--- src/rtl/chip8_reg_transfer.sv ---
`default_nettype none
// ============================================================================
// Module : chip8_reg_transfer
// Brief  : Moves V0..VX to or from memory at I (CHIP-8 FX55 / FX65),
//          two cycles per register, then produces the updated I.
// Rev    : 1.0  initial release
// ============================================================================
module chip8_reg_transfer #(
  parameter int ADDR_WIDTH = 12
) (
  input  logic                  clk,
  input  logic                  reset,
  input  logic                  start,
  input  logic                  direction,
  input  logic [3:0]            last_reg,
  input  logic [ADDR_WIDTH-1:0] base_addr,
  output logic                  busy,
  output logic                  done,
  output logic [ADDR_WIDTH-1:0] i_next,
  output logic [3:0]            rf_select_output,
  input  logic [7:0]            rf_output_data,
  output logic                  rf_write_enable,
  output logic [3:0]            rf_select_input,
  output logic [7:0]            rf_input_data,
  output logic [ADDR_WIDTH-1:0] mem_addr,
  output logic                  mem_read_enable,
  input  logic [7:0]            mem_read_data,
  output logic                  mem_write_enable,
  output logic [7:0]            mem_write_data
);

  typedef enum logic [2:0] {
    IDLE = 3'd0,
    S_RD = 3'd1,
    S_WR = 3'd2,
    L_RD = 3'd3,
    L_WR = 3'd4,
    DONE = 3'd5
  } state_t;

  state_t                  r_state;
  state_t                  w_next_state;
  logic [3:0]              r_idx;
  logic [3:0]              r_last;
  logic [ADDR_WIDTH-1:0]   r_base;
  logic [ADDR_WIDTH-1:0]   r_i_next;
  logic [ADDR_WIDTH-1:0]   w_addr;
  logic [ADDR_WIDTH-1:0]   w_i_next;
  logic                    w_last_hit;

  // Address sums wrap naturally at the ADDR_WIDTH boundary.
  assign w_addr     = r_base + ADDR_WIDTH'(r_idx);
  assign w_i_next   = r_base + ADDR_WIDTH'(r_last) + ADDR_WIDTH'(1);
  assign w_last_hit = (r_idx == r_last);
  assign i_next     = r_i_next;

  // Direction is captured by the choice of S_* versus L_* branch.
  always_ff @(posedge clk or negedge reset) begin
    if (!reset) begin
      r_state  <= IDLE;
      r_idx    <= 4'd0;
      r_last   <= 4'd0;
      r_base   <= '0;
      r_i_next <= '0;
    end else begin
      r_state <= w_next_state;
      case (r_state)
        IDLE: begin
          if (start) begin
            r_last <= last_reg;
            r_base <= base_addr;
            r_idx  <= 4'd0;
          end
        end
        S_WR, L_WR: begin
          if (w_last_hit) r_i_next <= w_i_next;
          else            r_idx    <= r_idx + 4'd1;
        end
        default: ;
      endcase
    end
  end

  always_comb begin
    w_next_state     = r_state;
    busy             = (r_state != IDLE);
    done             = 1'b0;
    rf_select_output = 4'd0;
    rf_write_enable  = 1'b0;
    rf_select_input  = 4'd0;
    rf_input_data    = 8'd0;
    mem_addr         = '0;
    mem_read_enable  = 1'b0;
    mem_write_enable = 1'b0;
    mem_write_data   = 8'd0;
    case (r_state)
      IDLE: begin
        if (start) w_next_state = direction ? L_RD : S_RD;
      end
      S_RD: begin
        rf_select_output = r_idx;
        w_next_state     = S_WR;
      end
      S_WR: begin
        mem_write_enable = 1'b1;
        mem_addr         = w_addr;
        mem_write_data   = rf_output_data;
        w_next_state     = w_last_hit ? DONE : S_RD;
      end
      L_RD: begin
        mem_read_enable = 1'b1;
        mem_addr        = w_addr;
        w_next_state    = L_WR;
      end
      L_WR: begin
        rf_write_enable = 1'b1;
        rf_select_input = r_idx;
        rf_input_data   = mem_read_data;
        w_next_state    = w_last_hit ? DONE : L_RD;
      end
      DONE: begin
        done         = 1'b1;
        w_next_state = IDLE;
      end
      default: w_next_state = IDLE;
    endcase
  end

endmodule
`default_nettype wire

--- config.mk ---
export PLATFORM = sky130hd
export DESIGN_NAME = chip8_reg_transfer
export DESIGN_NICKNAME = d
export VERILOG_FILES = /design/src/rtl/chip8_reg_transfer.sv
export SDC_FILE = /design/constraint.sdc
export NUM_CORES = 1
export LEC_CHECK = 0
export BUFFER_PORTS_ARGS = -buffer_cell sky130_fd_sc_hd__buf_2
export CAP_MARGIN = 25
export CORE_AREA = 2 2 57 99
export CTS_BUF_LIST = sky130_fd_sc_hd__clkbuf_2
export DETAILED_ROUTE_END_ITERATION = 10
export DIE_AREA = 0 0 59 101
export PLACE_DENSITY = 0.78
export SYNTH_ARGS = -nofsm -noshare
export SYNTH_HDL_FRONTEND = slang
export SYNTH_SLANG_ARGS = --single-unit
--- constraint.sdc ---
create_clock -name clk -period 2.35 [get_ports clk]
set_input_delay 0.235 -clock clk [delete_from_list [all_inputs] [get_ports clk]]
set_output_delay 0.235 -clock clk [all_outputs]
set_load 0.005 [all_outputs]
==> flow_metrics.env <==
export IMPL_run_status="complete, no violations"
export IMPL_p_clk_share_pct=10.9
export IMPL_relSlewSlack_pct=39.5
export IMPL_overflow=0
export IMPL_cts_tree="built"
export IMPL_yosys_area_top_type="dfrtp_1"
export IMPL_grt_first_pass_wirelength_um=9180
export IMPL_worstMarginPinSlew_ps=908
export IMPL_crit_path_max_incr_delay_ps=390
export IMPL_cts_htree_levels=2
export IMPL_area_growth_pct=28.9
export IMPL_routed_top_layer="met4"
export IMPL_critPathArrivalTime_ps=2090
export IMPL_wl_met1_um=1970
export IMPL_path_delay_family="adder cells"
export IMPL_fp_dieH_um=101
export IMPL_io_pins=89
export IMPL_fin_crit_sh_pct=98.9
export IMPL_seqCellArea_um2=881
export IMPL_synth_distinct_cells=33
export IMPL_cts_buffers=5
export IMPL_grt_pass1_vias=2062
export IMPL_n_antenna_cell=0
export IMPL_yosys_warnings=0
export IMPL_p_leak_nw=1.47
export IMPL_ys_flop_type="dfrtp_1"
export IMPL_nets=380
export IMPL_crit_path_start_kind="flip-flop"
export IMPL_clkSlewWorstSetupHoldPaths_ps=190
export IMPL_syn_area_um2=2240
export IMPL_first_pass_iters=4
export IMPL_path_buf_inv=2
export IMPL_min_period_ps=2320
export IMPL_design_die_area_um2=5960
export IMPL_syn_nets=287
export IMPL_hold_slack_ps=34.3
export IMPL_setup_viol=0
export IMPL_synthArstFlopShare_pct=100
export IMPL_powerDensity_nw_per_um2=1260
export IMPL_clkLatencyLatePin_ps=400
export IMPL_num_fill_cells=487
export IMPL_cts_root_buf="clkbuf_2"
export IMPL_drt_wirelength_per_cell_um=14.3
export IMPL_ys_top_cells_by_count="35 x dfrtp_1, 26 x nor2_1, 22 x nand2_1, 19 x and2_1, 13 x mux2_2"
export IMPL_antenna_found_initial=0
export IMPL_rows=35
export IMPL_netlist_instances=240
export IMPL_crit_type="flip-flop to output pin"
export IMPL_internal_power_w=0.00203
export IMPL_grt_total_usage_pct=20.4
export IMPL_vias=1994
export IMPL_ir_drop_mv=0.635
export IMPL_synth_seq_cells=35
export IMPL_max_freq_mhz=430
export IMPL_gp_congestion=0.839
export IMPL_maxCapViolations=0
export IMPL_core_um2=5170
export IMPL_placed_cells=374
export IMPL_dr_wl_met2_um=3210
export IMPL_multi_input_area_um2=1310
export IMPL_antenna_left=0
export IMPL_drt_vias_per_instance=5.13
export IMPL_netlist_top_cells_area="dfrtp_1 39%, mux2_2 6.5%, and2_1 5.3%"
export IMPL_drcViolationCount=0
export IMPL_yosysMostFrequentCell="dfrtp_1"
export IMPL_wl_um=5560
export IMPL_hold_violations=0
export IMPL_drtIter0Drc=61
export IMPL_wl_met3_um=290
export IMPL_clockBufferDepth=2
export IMPL_portBuffers=88
export IMPL_critical_path_cell_chain="ha_2 -> inv_2 -> fa_2 -> nor2b_4 -> o21ai_4 -> a21oi_2 -> xnor2_1 -> nor2_1 -> buf_2"
export IMPL_cts_sinks=35
export IMPL_yosysSeqAreaShare_pct=39.2
export IMPL_drive_gt1_share_pct=42.5
export IMPL_seq_power_share_pct=32.5
export IMPL_grt_setup_unrepaired="yes"
export IMPL_power_frac_comb_pct=56.6
export IMPL_slew_viol_final=0
export IMPL_p_sw_w=0.00161
export IMPL_fin_cells=389
export IMPL_slowest_stage="dfrtp_1"
export IMPL_synth_top_cell_area_share_pct=39.2
export IMPL_hold_class="primary input to flip-flop"
export IMPL_hpwl_um=4200
export IMPL_die_x_um=59
export IMPL_synth_edf_count=0
export IMPL_cp_max_fo=4
export IMPL_avgSynthCellArea_um2=9.32
export IMPL_grt_max_degree=36
export IMPL_crit_path_end_kind="output pin"
export IMPL_cp_required_ps=2120
export IMPL_initial_core_util_pct=43.3
export IMPL_fin_skew_ps=10.8
export IMPL_switching_share_pct=44.2
flip-flops by register name (all words and copies together) (netlist names):
name / cells
i_next: 12
r_idx: 4
r_state: 3
r_last: 4
r_base: 12
layout by cell type, fill, tap and decap left out, drive strengths merged, types with 7 or more instances in the layout:
cell / count
xnor2: 11
and3: 7
dfrtp: 35
o21ai: 22
nor2: 26
xor2: 12
nand2: 22
buf: 98
mux2: 13
inv: 10
and2: 19
ha: 9
path summary, 6_finish.rpt:
check                           slack (ps)   startpoint  depth (start not counted)          end
worst min register to register         500    i_next[1]                          2    i_next[1]
worst max-delay path                    30    r_base[0]                          9  mem_addr[8]
min in group asynchronous              420        reset                          2    i_next[0]
worst max register to register         250     r_idx[1]                          6   r_state[2]
worst min-delay path                    30  last_reg[0]                          3    r_last[0]
max in group asynchronous             1370        reset                          2    r_base[2]
metal layers:
| layer | track usage [%] | up-vias |
|---|---|---|
| met1 | 20.1 | 932 |
| met5 | 0 | - |
| li1 | - | 990 |
| met4 | 7.87 | 0 |
| met3 | 4.49 | 7 |
| met2 | 39.3 | 65 |
through the flow:
stage / area (um^2) / utilization, % / worst slack, ps / total power (W) / setup TNS (ps)
finish: 2880 / 55.8 / 25.5 / 0.00363 / 0
detailed placement: 2690 / 52.1 / 199 / 0.00313 / 0
CTS: 2800 / 54.3 / 8.55 / 0.00358 / 0
floorplan: 2240 / - / 386 / 0.00250 / 0
global placement: 2690 / 52.1 / 289 / 0.00308 / 0
global route: 2880 / 55.8 / -92.2 / 0.00397 / -535
cell families (layout without fill, tap and decap cells):
family                     Yosys count  after routing  share of synthesized area, %
and+or+nand+nor                     92             92                          20.1
AOI/OAI and AO/OA                   43             43                          12.8
DFF                                 35             35                          39.2
xor gates and xnor gates            23             23                          9.01
buffers and inverters               23            117                          5.48
muxes                               13             13                          6.55
adders and majority gates           11             11                          6.83
power by group through the flow:
stage               clock network [W]  registers (W)  logic [W]
global route                 0.000428        0.00123    0.00232
CTS                          0.000399        0.00117    0.00201
global placement                    0        0.00118    0.00190
finish                       0.000396        0.00118    0.00206
floorplan                           0        0.00108    0.00142
detailed placement                  0        0.00119    0.00194
final cells by class:
type                    instances  share of cell area (%)
inverters                      10                    1.30
repair buffers                 99                    18.2
clock inverters                 3                    1.35
flip-flops and latches         35                    30.6
multi-input cells             182                    45.3
clock buffers                   5                   0.868
well taps                      55                    2.39
what timing repair did:
item,in CTS,in global routing
setup buffers,2,4
gates resized for setup,12,10
pin swaps,4,5
hold buffers,1,0
setup endpoints to repair,8,8
gates cloned,0,0
hold endpoints to repair,35,0
worst min-delay path, delay by kind of cell:
family	cells	cell delay [ps]
AO/OA/AOI/OAI	1	70
buffers and inverters	1	70
AND/OR/NAND/NOR	1	40
Note: power is estimated with default switching activity, not from simulation.
